$ cat src/rtl/mp64_ext_pkg.sv
// Shared definitions for the 64-bit to 16-bit external SRAM bridge:
// access size codes, controller state encoding and beats-per-size helper.
package mp64_ext_pkg;

    typedef enum logic [1:0] {
        SZ_BYTE  = 2'd0,
        SZ_HALF  = 2'd1,
        SZ_WORD  = 2'd2,
        SZ_DWORD = 2'd3
    } size_e;

    typedef enum logic [2:0] {
        ST_IDLE    = 3'd0,
        ST_SETUP   = 3'd1,
        ST_ACCESS  = 3'd2,
        ST_ACK     = 3'd3,
        ST_RELEASE = 3'd4
    } state_e;

    // Number of 16-bit SRAM beats needed for one access of a given size.
    function automatic logic [2:0] beats_of(input logic [1:0] size);
        logic [2:0] n;
        n = 3'd1;
        unique case (size_e'(size))
            SZ_BYTE:  n = 3'd1;
            SZ_HALF:  n = 3'd1;
            SZ_WORD:  n = 3'd2;
            SZ_DWORD: n = 3'd4;
            default:  n = 3'd1;
        endcase
        return n;
    endfunction

endpackage

$ cat src/rtl/mp64_ext_sram_ctrl.sv
// Bridges a 64-bit req/ack port onto an asynchronous 16-bit SRAM.
// Ports: ext_* request side (req/addr/wdata/wen/size in, rdata/ack out);
// sram_* side: halfword addr, dq out/in/oe, active-low ce/we/oe/ub/lb.
module mp64_ext_sram_ctrl
    import mp64_ext_pkg::*;
#(
    parameter int SRAM_AW  = 20,
    parameter int WAIT_CYC = 2
) (
    input  logic               clk,
    input  logic               rst_n,
    input  logic               ext_req,
    input  logic [63:0]        ext_addr,
    input  logic [63:0]        ext_wdata,
    input  logic               ext_wen,
    input  logic [1:0]         ext_size,
    output logic [63:0]        ext_rdata,
    output logic               ext_ack,
    output logic [SRAM_AW-1:0] sram_addr,
    output logic [15:0]        sram_dq_o,
    input  logic [15:0]        sram_dq_i,
    output logic               sram_dq_oe,
    output logic               sram_ce_n,
    output logic               sram_we_n,
    output logic               sram_oe_n,
    output logic               sram_ub_n,
    output logic               sram_lb_n
);

    localparam logic [3:0]         WAIT_LAST = 4'(WAIT_CYC);
    localparam logic [SRAM_AW-1:0] HW_ONE    = SRAM_AW'(1);

    state_e       state;
    logic [63:0]  wdata_q;
    logic         wen_q;
    logic [1:0]   size_q;
    logic         odd_q;
    logic [1:0]   beat;
    logic [2:0]   nbeats;
    logic [3:0]   wait_cnt;
    logic [SRAM_AW-1:0] start_hw;
    logic         is_byte;

    // Address bits above the SRAM are intentionally dropped (wrap).
    logic unused_addr;
    assign unused_addr = ^ext_addr[63:SRAM_AW+1];

    assign is_byte = (ext_size == SZ_BYTE);

    // Align the start halfword down to the access size.
    always_comb begin
        start_hw = ext_addr[SRAM_AW:1];
        unique case (size_e'(ext_size))
            SZ_WORD:  start_hw[0]   = 1'b0;
            SZ_DWORD: start_hw[1:0] = 2'b00;
            default:  ;
        endcase
    end

    // Byte writes replicate the byte on both lanes; the strobes pick one.
    function automatic logic [15:0] chunk_of(
        input logic [63:0] d,
        input logic [1:0]  size,
        input logic [1:0]  n
    );
        logic [15:0] c;
        c = d[15:0];
        if (size == SZ_BYTE) begin
            c = {d[7:0], d[7:0]};
        end else begin
            unique case (n)
                2'd0: c = d[15:0];
                2'd1: c = d[31:16];
                2'd2: c = d[47:32];
                2'd3: c = d[63:48];
                default: c = d[15:0];
            endcase
        end
        return c;
    endfunction

    always_ff @(posedge clk) begin
        if (!rst_n) begin
            state      <= ST_IDLE;
            ext_ack    <= 1'b0;
            ext_rdata  <= '0;
            sram_addr  <= '0;
            sram_dq_o  <= '0;
            sram_dq_oe <= 1'b0;
            sram_ce_n  <= 1'b1;
            sram_we_n  <= 1'b1;
            sram_oe_n  <= 1'b1;
            sram_ub_n  <= 1'b1;
            sram_lb_n  <= 1'b1;
            wdata_q    <= '0;
            wen_q      <= 1'b0;
            size_q     <= SZ_BYTE;
            odd_q      <= 1'b0;
            beat       <= 2'd0;
            nbeats     <= 3'd1;
            wait_cnt   <= 4'd0;
        end else begin
            unique case (state)
                ST_IDLE: begin
                    if (ext_req) begin
                        wdata_q    <= ext_wdata;
                        wen_q      <= ext_wen;
                        size_q     <= ext_size;
                        odd_q      <= ext_addr[0];
                        ext_rdata  <= '0;
                        beat       <= 2'd0;
                        nbeats     <= beats_of(ext_size);
                        sram_addr  <= start_hw;
                        sram_dq_o  <= chunk_of(ext_wdata, ext_size, 2'd0);
                        sram_dq_oe <= ext_wen;
                        sram_ce_n  <= 1'b0;
                        sram_lb_n  <= is_byte & ext_addr[0];
                        sram_ub_n  <= is_byte & ~ext_addr[0];
                        state      <= ST_SETUP;
                    end
                end
                ST_SETUP: begin
                    sram_we_n <= ~wen_q;
                    sram_oe_n <= wen_q;
                    wait_cnt  <= 4'd1;
                    state     <= ST_ACCESS;
                end
                ST_ACCESS: begin
                    if (wait_cnt == WAIT_LAST) begin
                        sram_we_n <= 1'b1;
                        sram_oe_n <= 1'b1;
                        if (!wen_q) begin
                            if (size_q == SZ_BYTE) begin
                                ext_rdata <= {56'd0, odd_q ? sram_dq_i[15:8]
                                                           : sram_dq_i[7:0]};
                            end else begin
                                ext_rdata[{beat, 4'b0000} +: 16] <= sram_dq_i;
                            end
                        end
                        if ({1'b0, beat} + 3'd1 < nbeats) begin
                            beat      <= beat + 2'd1;
                            sram_addr <= sram_addr + HW_ONE;
                            sram_dq_o <= chunk_of(wdata_q, size_q, beat + 2'd1);
                            state     <= ST_SETUP;
                        end else begin
                            sram_ce_n  <= 1'b1;
                            sram_ub_n  <= 1'b1;
                            sram_lb_n  <= 1'b1;
                            sram_dq_oe <= 1'b0;
                            ext_ack    <= 1'b1;
                            state      <= ST_ACK;
                        end
                    end else begin
                        wait_cnt <= wait_cnt + 4'd1;
                    end
                end
                ST_ACK: begin
                    ext_ack <= 1'b0;
                    state   <= ST_RELEASE;
                end
                ST_RELEASE: begin
                    // Wait for the initiator to drop req so it is not re-served.
                    if (!ext_req) begin
                        state <= ST_IDLE;
                    end
                end
                default: state <= ST_IDLE;
            endcase
        end
    end

endmodule

$ cat config.mk
export PLATFORM = sky130hd
export DESIGN_NAME = mp64_ext_sram_ctrl
export DESIGN_NICKNAME = d
export VERILOG_FILES = /design/src/rtl/mp64_ext_pkg.sv /design/src/rtl/mp64_ext_sram_ctrl.sv
export SDC_FILE = /design/constraint.sdc
export NUM_CORES = 1
export LEC_CHECK = 0
export ABC_AREA = 1
export BUFFER_PORTS_ARGS = -buffer_cell sky130_fd_sc_hd__buf_2
export CAP_MARGIN = 20
export CELL_PAD_IN_SITES_DETAIL_PLACEMENT = 1
export CELL_PAD_IN_SITES_GLOBAL_PLACEMENT = 2
export CORE_ASPECT_RATIO = 0.8
export CORE_MARGIN = 5
export CORE_UTILIZATION = 30
export DETAILED_ROUTE_END_ITERATION = 16
export PLACE_DENSITY_LB_ADDON = 0.05
export SLEW_MARGIN = 10
export SYNTH_ARGS = -nofsm -noshare
export SYNTH_HDL_FRONTEND = slang
export SYNTH_SLANG_ARGS = --single-unit
$ cat constraint.sdc
create_clock -name clk -period 4.3 [get_ports clk]
set_clock_uncertainty 0.05 [all_clocks]
set_input_delay 0.86 -clock clk [delete_from_list [all_inputs] [get_ports clk]]
set_output_delay 0.86 -clock clk [all_outputs]
set_load 0.01 [all_outputs]
; ---- Word level (Yosys, flattened, before mapping)
; Index checks and enable logic that the tools add are counted.
[op_classes]
addsub = 5
n_lt_le_gt_ge = 1
eq_ne = 18
shifts = 2
n_mux = 48
n_bitwise = 4
n_reduce_logical = 17
[ops]
columns = op, n
row1 = 64-bit two-way mux, 4
row2 = 64-bit one-hot mux with 2 select lines, 1
row3 = 16-bit two-way mux, 5
row4 = 64-bit bitwise mux, 1
row5 = 16-bit one-hot mux with 4 select lines, 1
row6 = "16-bit by 8-bit variable shift with 64-bit output, first input constant", 1
row7 = 16-bit by 8-bit variable part select with 64-bit output, 1
row8 = 20-bit two-way mux, 3
row9 = 20-bit one-hot mux with 2 select lines, 1
row10 = 16-bit one-hot mux with 2 select lines, 1
row11 = "20-bit by 1-bit adder with 20-bit output, second input constant", 1
row12 = 3-bit one-hot mux with 5 select lines, 1
row13 = "2-bit != test, second input constant", 7
row14 = 1-bit one-hot mux with 2 select lines, 7
row15 = 4-bit AND reduction, 3
row16 = 1-bit two-way mux, 11
row17 = 3-bit two-way mux, 3
row18 = 3-bit one-hot mux with 3 select lines, 1
row19 = "2-bit == test, second input constant", 4
row20 = 2-bit two-way mux, 4
row21 = 8-bit two-way mux, 1
row22 = 6-bit negation with 8-bit output, 1
row23 = 4-bit one-hot mux with 2 select lines, 1
row24 = "3-bit by 2-bit == test with 1-bit output, second input constant", 2
row25 = other kinds (18), 29
[totals]
ff_bits = 187
input_bits = 150

; ---- Depth between registers and ports, before layout
; Gate-level depths: netlist of the first run.
[depth]
ltp_word = 7
ltp_mapped = 14
ltp_nobuf = 12

; ---- Least setup slack after synthesis of the first run
; No wires, ideal clock.
[synth_path]
path_type = register to register
start = register beat[0]
end = register sram_addr[10]
arrival_ns = 1.898
required_ns = 4.134
slack_ns = 2.236
stages_incl_launch_ff = 14
period_less_slack_ns = 2.064
cell_sequence = dfxtp_1 -> buf_2 -> inv_1 -> ha_1 -> inv_1 -> a21oi_1 -> nand2_1 -> nand2_1 -> nand2_1 -> nand3_2 -> inv_2 -> buf_2 -> o21ai_0 -> nor2_1
[synth_via]
elab_chain_cells = 4
[synth_rtl]
columns = item, line
row1 = start: declaration, mp64_ext_sram_ctrl.sv:38  ; logic [1:0] beat;
row2 = start signal: assignment, mp64_ext_sram_ctrl.sv:141  ; beat <= beat + 2'd1;
row3 = 2-bit by 1-bit adder with 3-bit output, mp64_ext_sram_ctrl.sv:140  ; if ({1'b0, beat} + 3'd1 < nbeats) begin
row4 = 3-bit less-than comparator, mp64_ext_sram_ctrl.sv:140
row5 = 2-bit != test (no source line), -
row6 = 4-bit AND reduction (no source line), -
row7 = end signal: assignment, mp64_ext_sram_ctrl.sv:113  ; sram_addr <= start_hw;
row8 = end signal: assignment, mp64_ext_sram_ctrl.sv:142  ; sram_addr <= sram_addr + HW_ONE;
row9 = end: declaration, mp64_ext_sram_ctrl.sv:19  ; output logic [SRAM_AW-1:0] sram_addr,
; No other way between the ends.
; A chain may end at the register's enable or synchronous reset.

; ---- Final worst setup path of the first run
[layout_path]
start = register beat[0]
end = register sram_addr[4]
; The elaborated chain is that of the path after synthesis.

==> reports/qor.yml, run 1 <==
outcome:
  status: "completed"
synth:
  ys_seq_area_share_pct: 43.0
  synth_ff_type: "dfxtp_1"
  yosys-top-cells-count: "343 x nand2_1, 187 x dfxtp_1, 163 x nor2_1"
  synth_top_area_cell: "dfxtp_1"
  netlist_instances: 1285
  synth_edf_count: 0
  synth_cell_types: 43
  ys_warn_count: 0
  synth.avg_cell_area_sq_um: 6.78
  synth.net_count: 1445
  synth_area_leaders: "dfxtp_1 43%, nand2_1 15%, a21oi_1 8.0%, nor2_1 7.0%, o21ai_0 5.6%"
  synth_top_area_share_pct: 43.0
  synthArstFlopShare_pct: 0
  syn_area_sq_mm: 0.00872
  ys_seq_elements: 187
  yosysMostFrequentCell: "nand2_1"
route:
  dr.pass1.iters: 5
  antenna_left: 0
  routed_via_density: 4.90
  drc: 0
  route.vias.total: 8974
  drt_iter0_markers: 393
  wire_per_inst_um: 17.8
  drt_wl_total_mm: 32.7
clock_tree:
  postCtsHoldBufs: 0
  clockBufferDepth: 2
  ctsHtreeMaxLevel: 4
  clockRootBuffer: "clkbuf_16"
  tritoncts: "done"
  clock-sinks: 187
  cts_resized: 0
  clkSlewWorstSetupHoldPaths_ps: 70
  post_cts_buffers: 0
  insertion_delay_ps: 440
  numCtsBuffers: 17
finish:
  multi_input_area_sq_mm: 0.00436
  nets: 1610
  register_area_sq_mm: 0.00374
  drive_gt1_share_pct: 18.9
  syn_to_final_growth_pct: 21.3
  nFillCells: 3688
  n_antenna_cell: 0
placement:
  dp_hpwl_mm: 23.5
  gp_congestion: 0.784
  port_buffers: 213
grt:
  grtUsageTotal_pct: 19.6
  grt_first_pass_wirelength_mm: 51.0
  grt_max_degree: 82
  antenna_found_initial: 0
  grt_pass1_vias: 8849
  grt-ovfl-total: 0
setup_path:
  critPathLaunchType: "flip-flop"
  critPathKind: "flip-flop to flip-flop"
  slowest_delay_ps: 660
  crit_required_ps: 4610
  crit_path_frequent_cell: "nand2_1"
  path_buf_inv: 2
  cp-end-kind: "flip-flop"
  cp_data_arrival_time_ps: 3660
  path_cells: "ha_1 -> ha_1 -> inv_1 -> a21oi_1 -> nand2_1 -> nand2_1 -> nand2_1 -> nand3_2 -> inv_2 -> o21ai_1 -> a21oi_1"
  crit_slowest_cell: "inv_2"
  critPathMaxFanout: 31
  cp_top_family: "adder cells"
floorplan:
  dieWidth_um: 201
  dieHeight_um: 162
  die-area_sq_mm: 0.0326
  start_util_pct: 30.6
  rows: 55
  io_pins: 257
  coreArea_sq_mm: 0.0285
power_and_ir_drop:
  total_power_w: 0.00658
  ir_drop_mv: 0.295
  power.density_mw_per_mm2: 622
  p_leak_nw: 4.56
timing:
  setup_tns_ps: 0
  rsz0062_at_grt: "no"
  min_period_ps: 3360
  fmax_mhz: 298
  finalCritPeriodShare_pct: 78.0
  hold_violations: 0
  max-slew-margin-rel_pct: 38.6
  setup_viol: 0
  tightest_slew_ps: 921
  drv_slew: 0
worst_hold_path:
  hold_class: "flip-flop to flip-flop"
run:
  cap_viol_max_count: 0
[final cells by class]
| class | instances | area share (%) |
|---|---|---|
| Clock inverter | 8 | 0.805 |
| Clock buffer | 23 | 4.62 |
| Timing Repair Buffer | 224 | 10.9 |
| Inverter | 73 | 2.63 |
| Sequential cell | 187 | 35.4 |
| Tap cell | 370 | 4.38 |
| Multi-Input combinational cell | 947 | 41.3 |
[cells in the final DEF, fill, tap and decap left out, drive strengths merged, types with 8 or more instances in the layout]
cell    instances
o211ai         16
buf           224
o21ai         113
nor2          167
ha             10
inv            73
nand2         345
a21oi         140
nand3          79
dfxtp         187
o22ai          11
and3            8
nor3           36
clkbuf         23
[cells by family after synthesis]
logic type | synth area share [%]
adders and majority gates | 1.44
DFF | 43.0
buffers and inverters | 6.98
xor gates and xnor gates | 0.101
AOI/OAI and AO/OA | 17.8
and+or+nand+nor | 30.7
[path summary, 6_finish.rpt]
path | startpoint | to | slack [ps] | cells past startpoint
max reg2reg | beat[0] | sram_addr[4] | 940 | 11
max | beat[0] | sram_addr[4] | 940 | 11
min | ext_ack | ext_ack | 390 | 2
min reg2reg | ext_ack | ext_ack | 390 | 2
[report_power, final]
group	switching, W	internal (W)
combinational	0.00163	0.000801
clock	0.000721	0.000863
sequential	0.000341	0.00222
total	0.00270	0.00388
[metal layers]
layer  vias to the layer above  track usage [%]  routed length [um]
li1                       4541                -                   -
met1                      4267             29.4               17300
met2                       158             29.4               13800
met3                         8             4.80                1500
met4                         0             2.50                 137
met5                         -                0                   0
[through the flow]
step / hold slack [ps] / std cells / area [sq um] / util [%] / worst slack [ps]
2_1_floorplan: 374 / 1285 / 8720 / - / 2240
3_3_place_gp: 384 / 1801 / 10000 / 35.1 / 871
3_5_place_dp: 384 / 1801 / 10000 / 35.1 / 894
4_1_cts: 395 / 1832 / 10600 / 37.1 / 870
5_1_grt: 420 / 1832 / 10600 / 37.1 / 544
6_report: 394 / 1832 / 10600 / 37.1 / 945
[registers in the layout (all words and copies together), names as in the netlist]
register and flops:
beat 2, ext_ack 1, ext_rdata 64, nbeats 3, odd_q 1, size_q 2
sram_addr 20, sram_ce_n 1, sram_dq_o 16, sram_dq_oe 1, sram_lb_n 1, sram_oe_n 1
sram_ub_n 1, sram_we_n 1, state 3, wait_cnt 4, wdata_q 64, wen_q 1
[worst register-to-register path: cells and delay by family (launching register included)]
family	cells	cell delay, ps
and+or+nand+nor	4	670
adders and majority gates	2	890
buffers and inverters	2	720
AOI/OAI and AO/OA	3	340
DFF	1	610
(Power assumes the default switching activity.)
==> run 2: changes to the inputs <==
--- a/config.mk
+++ b/config.mk
@@ -12,7 +12,7 @@
 export CELL_PAD_IN_SITES_GLOBAL_PLACEMENT = 2
 export CORE_ASPECT_RATIO = 0.8
 export CORE_MARGIN = 5
-export CORE_UTILIZATION = 30
+export CORE_UTILIZATION = 25
 export DETAILED_ROUTE_END_ITERATION = 16
 export PLACE_DENSITY_LB_ADDON = 0.05
 export SLEW_MARGIN = 10
==> constraint.sdc (replaced) <==
create_clock -name clk -period 2.75 [get_ports clk]
set_clock_uncertainty 0.05 [all_clocks]
set_input_delay 0.55 -clock clk [delete_from_list [all_inputs] [get_ports clk]]
set_output_delay 0.55 -clock clk [all_outputs]
set_load 0.01 [all_outputs]
==> run 2 against run 1 <==
Clock-buffer cell count shrank 3. Sequential power grew 57%. Maximum frequency rose by 42%. Highest routed layer unchanged. Global-route usage fell by 1.7 points. Worst hold slack got worse by 110 ps. Clock power grew 58%. Wire length is 5.8% higher. Combinational power rose by 59%. Die area increased by 19%. Register-to-register slack worse by 550 ps. Non-clock buffer count grew 13. Flip-flop and latch count unchanged.
==> reports/qor.yml, run 2 (synthesis results as in run 1) <==
power_and_ir_drop:
  power_frac_comb_pct: 37.3
  swShare_pct: 41.3
  intPower_w: 0.00609
  power_switching_w: 0.00429
  ir_drop_mv: 0.371
  seqPwrFrac_pct: 38.7
  clkPwrFrac_pct: 24.0
  p_leak_nw: 4.64
  total_power_w: 0.0104
  power.density_mw_per_mm2: 959
clock_tree:
  ctsHtreeMaxLevel: 4
  clockBufferDepth: 2
  numCtsBuffers: 17
  clock-sinks: 187
  postCtsHoldBufs: 0
  clkSlewWorstSetupHoldPaths_ps: 80
  post_cts_buffers: 0
  insertion_delay_ps: 450
  tritoncts: "done"
  clockRootBuffer: "clkbuf_16"
  cts_resized: 0
setup_path:
  slowest_delay_ps: 480
  crit_required_ps: 3070
  reg2reg_depth: 11
  critPathKind: "flip-flop to flip-flop"
  cp-end-kind: "flip-flop"
  crit_start: "beat[0]"
  critPathMaxFanout: 31
  crit_path_frequent_cell: "nand2_1"
  cp_data_arrival_time_ps: 2680
  worstReg2RegStart: "beat[0]"
  path_cells: "inv_1 -> ha_1 -> inv_1 -> a21oi_1 -> nand2_1 -> nand2_1 -> nand2_1 -> nand3_2 -> inv_2 -> o21ai_1 -> a21oi_1"
  worstReg2RegEnd: "sram_addr[3]"
  ff2ff_setup_slack_ps: 390
  critPathLaunchType: "flip-flop"
  crit_slowest_cell: "inv_2"
grt:
  antenna_found_initial: 0
  grt_pass1_vias: 9084
  grt_max_degree: 70
  grt-ovfl-total: 0
  grt_first_pass_wirelength_mm: 53.6
  grtUsageTotal_pct: 17.9
route:
  antenna_left: 0
  wire_per_inst_um: 17.8
  dr.pass1.iters: 4
  drt_wl_total_mm: 34.6
  drc: 0
  route.vias.total: 9019
  drt_iter0_markers: 445
  routed_via_density: 4.63
finish:
  syn_to_final_growth_pct: 24.2
  multi_input_area_sq_mm: 0.00436
  drive_gt1_share_pct: 19.7
  register_area_sq_mm: 0.00374
  n_antenna_cell: 0
  finish.utilization_pct: 31.3
  nFillCells: 4416
  reg.largest.list: "ext_rdata: 64 flops, wdata_q: 64 flops, sram_addr: 20 flops"
  layout_commonest_cell: "nand2_1"
  nets: 1623
  final_cell_mix: "343 x nand2_1, 213 x buf_2, 187 x dfxtp_1"
worst_hold_path:
  whs_path_depth: 3
  holdCritStartpoint: "ext_wdata[60]"
  hold_class: "input port to flip-flop"
  whs_endpoint: "wdata_q[60]"
timing:
  setup_tns_ps: 0
  drv_slew: 0
  max-slew-margin-rel_pct: 53.1
  finalCritPeriodShare_pct: 85.7
  fmax_mhz: 424
  min_period_ps: 2360
  rsz0062_at_grt: "no"
  hold_violations: 0
  tightest_slew_ps: 704
  setup_viol: 0
floorplan:
  rows: 61
  io_pins: 257
  dieWidth_um: 219
  dieHeight_um: 177
  start_util_pct: 25.2
  coreArea_sq_mm: 0.0346
  die-area_sq_mm: 0.0387
placement:
  port_buffers: 213
  gp_congestion: 0.762
  dp_hpwl_mm: 25.1
outcome:
  status: "completed"
run:
  cap_viol_max_count: 0
## run 2: changes by cell type in the layout (fill, tap and decap cells not counted), sizes merged
cell	change
clkinv	+1
inv	+3
clkbuf	-3
clkinvlp	-1
buf	+13
## run 2: power by group through the flow
stage,clock (W),sequential [W],combinational [W]
floorplan,0,0.00417,0.00232
global placement,0,0.00408,0.00394
detailed placement,0,0.00409,0.00397
CTS,0.00260,0.00403,0.00398
global route,0.00271,0.00414,0.00445
finish,0.00250,0.00401,0.00387
## run 2: worst max-delay path by stage
stage,end,cells past startpoint
final,sram_addr[3],11
after floorplan,sram_addr[10],13
after global placement,ext_rdata[48],8
after global routing,sram_dq_o[5],11
after CTS,sram_addr[6],11
after detailed placement,ext_rdata[57],8
## run 2: per-stage QoR
stage / hold WS (ps) / worst slack, ps / cell area, sq um / instances
2_1_floorplan: 374 / 686 / 8720 / 1285
3_3_place_gp: 384 / 355 / 10300 / 1916
3_5_place_dp: 386 / 370 / 10300 / 1916
4_1_cts: 252 / 345 / 10800 / 1947
5_1_grt: 260 / 104 / 10800 / 1947
6_report: 286 / 393 / 10800 / 1947
## run 2: layer usage
layer / GRT usage, % / part of all wire (%) / vias to the layer above
met1: 26.8 / 52 / 4281
met5: 0 / 0 / -
met4: 3.74 / 0.91 / 0
met3: 3.95 / 4.7 / 17
li1: - / - / 4574
met2: 26.4 / 42 / 147
## run 2: worst max-delay path, delay by kind of cell (launching register included)
family                     cells  cell delay (ps)
and+or+nand+nor                4              400
DFF                            1              390
buffers and inverters          3              680
AOI/OAI and AO/OA              3              360
adders and majority gates      1              390
## run 2: cell type report
type	instances	area share (%)
sequential	187	34.6
tap	472	5.45
multi-input combinational	947	40.3
timing repair buffer	237	11.9
inverter	73	2.57
clock buffer	20	4.22
clock inverter	11	1.03
==> run 3: changes to the inputs <==
--- a/config.mk
+++ b/config.mk
@@ -14,7 +14,7 @@
 export CORE_MARGIN = 5
 export CORE_UTILIZATION = 25
 export DETAILED_ROUTE_END_ITERATION = 16
-export PLACE_DENSITY_LB_ADDON = 0.05
+export PLACE_DENSITY_LB_ADDON = 0.1
 export SLEW_MARGIN = 10
 export SYNTH_ARGS = -nofsm -noshare
 export SYNTH_HDL_FRONTEND = slang
==> run 3 against run 2 <==
Sequential power hardly changed. Sequential share of layout area stayed put. Combinational power is 2% higher. Final cell count stayed put. Clock power is 2% higher. Maximum frequency is 0.30% higher. Clock-buffer cell count stayed put. Critical endpoint unchanged. Largest cell class unchanged. Largest power group unchanged.
==> reports/qor.yml, run 3 (synthesis results as in run 1) <==
outcome:
  status: "completed"
timing:
  setup_tns_ps: 0
  drv_slew: 0
  min_period_ps: 2350
  fmax_mhz: 426
  max-slew-margin-rel_pct: 42.2
  setup_viol: 0
  worst_slack_ps: 401
  tightest_slew_ps: 868
  hold_violations: 0
  rsz0062_at_grt: "no"
  finalCritPeriodShare_pct: 85.4
placement:
  post-place-ws_ps: 394
  dp_hpwl_mm: 25.0
  port_buffers: 213
  gp_congestion: 0.749
floorplan:
  coreArea_sq_mm: 0.0346
  start_util_pct: 25.2
  dieHeight_um: 177
  dieWidth_um: 219
  die-area_sq_mm: 0.0387
  rows: 61
  io_pins: 257
clock_tree:
  numCtsBuffers: 17
  ctsHtreeMaxLevel: 4
  clkSlewWorstSetupHoldPaths_ps: 80
  clockBufferDepth: 2
  insertion_delay_ps: 440
  clock-sinks: 187
  post_cts_buffers: 0
  cts_resized: 0
  clockRootBuffer: "clkbuf_16"
  postCtsHoldBufs: 0
  tritoncts: "done"
finish:
  layout_commonest_cell: "nand2_1"
  syn_to_final_growth_pct: 24.2
  n_antenna_cell: 0
  drive_gt1_share_pct: 19.7
  finish.utilization_pct: 31.3
  nets: 1624
  final_cell_mix: "343 x nand2_1, 213 x buf_2, 187 x dfxtp_1"
  nFillCells: 4380
  reg.largest.list: "ext_rdata: 64 flops, wdata_q: 64 flops, sram_addr: 20 flops"
route:
  drt_wl_total_mm: 34.7
  dr.pass1.iters: 4
  antenna_left: 0
  drc: 0
  routed_via_density: 4.64
  route.vias.total: 9029
  wire_per_inst_um: 17.8
  drt_iter0_markers: 448
power_and_ir_drop:
  power_switching_w: 0.00428
  power.density_mw_per_mm2: 968
  clkPwrFrac_pct: 24.3
  seqPwrFrac_pct: 38.3
  swShare_pct: 40.9
  intPower_w: 0.00619
  p_leak_nw: 4.64
  ir_drop_mv: 0.426
  power_frac_comb_pct: 37.5
setup_path:
  cp-end-kind: "flip-flop"
  crit_start: "beat[1]"
  critPathLaunchType: "flip-flop"
  critPathMaxFanout: 23
  crit_required_ps: 3070
  cp_data_arrival_time_ps: 2670
  ff2ff_setup_slack_ps: 400
  critPathKind: "flip-flop to flip-flop"
  worstReg2RegStart: "beat[1]"
worst_hold_path:
  holdCritStartpoint: "ext_wdata[44]"
  hold_class: "input port to flip-flop"
grt:
  antenna_found_initial: 0
  grt_first_pass_wirelength_mm: 53.6
  grt_max_degree: 82
  grtUsageTotal_pct: 17.8
  grt_pass1_vias: 9241
  grt-ovfl-total: 0
run:
  cap_viol_max_count: 0
[run 3: cell count changes in the layout (fill, tap and decap cells not counted), sizes merged]
cell,before,now
inv,76,74
buf,237,238
bufinv,1,2
clkinv,6,5
clkinvlp,1,2
[run 3: worst max-delay path, stage by stage, from the launching register on]
cell and delay [ps]:
dfxtp_1 420, inv_1 110, ha_1 410, inv_1 110, a21oi_1 130, nand2_1 60, nand2_1 100, nand2_1 120
nand3_2 190, buf_4 300, o21ai_0 120, a21oi_1 160
[run 3: through the flow]
stage / hold slack [ps] / std cells / total power (W) / instance area, sq um
final: 295 / 1947 / 0.0105 / 10800
after global placement: 384 / 1917 / 0.00802 / 10300
after CTS: 267 / 1947 / 0.0107 / 10800
after floorplan: 374 / 1285 / 0.00649 / 8720
after detailed placement: 390 / 1917 / 0.00809 / 10300
after global routing: 275 / 1947 / 0.0113 / 10800
[run 3: final timing paths]
check | endpoint | cells after the start
setup / recovery | sram_addr[3] | 11
hold / removal | wdata_q[44] | 3
setup reg to reg | sram_addr[3] | 11
hold reg to reg | ext_ack | 2
[run 3: power by group through the flow]
stage          logic, W  registers [W]  clock network [W]
2_1_floorplan   0.00232        0.00417                  0
3_3_place_gp    0.00397        0.00406                  0
3_5_place_dp    0.00401        0.00408                  0
4_1_cts         0.00402        0.00403            0.00264
5_1_grt         0.00449        0.00412            0.00275
6_report        0.00393        0.00401            0.00254
[run 3: area by class of cell]
cell class                      instances  area [sq um]  share of cell area (%)
Clock inverter                         10           116                    1.07
Sequential cell                       187          3740                    34.6
Clock buffer                           20           457                    4.22
Timing Repair Buffer                  238          1280                    11.8
Multi-Input combinational cell        947          4360                    40.3
Inverter                               73           278                    2.57
Tap cell                              472           591                    5.45
[run 3: metal layers]
metal | vias up | global-route usage [%] | wire [um]
met4 | 0 | 3.22 | 326
met3 | 21 | 4.31 | 1720
met2 | 156 | 26.7 | 14800
met5 | - | 0 | 0
li1 | 4556 | - | -
met1 | 4296 | 26.3 | 17900
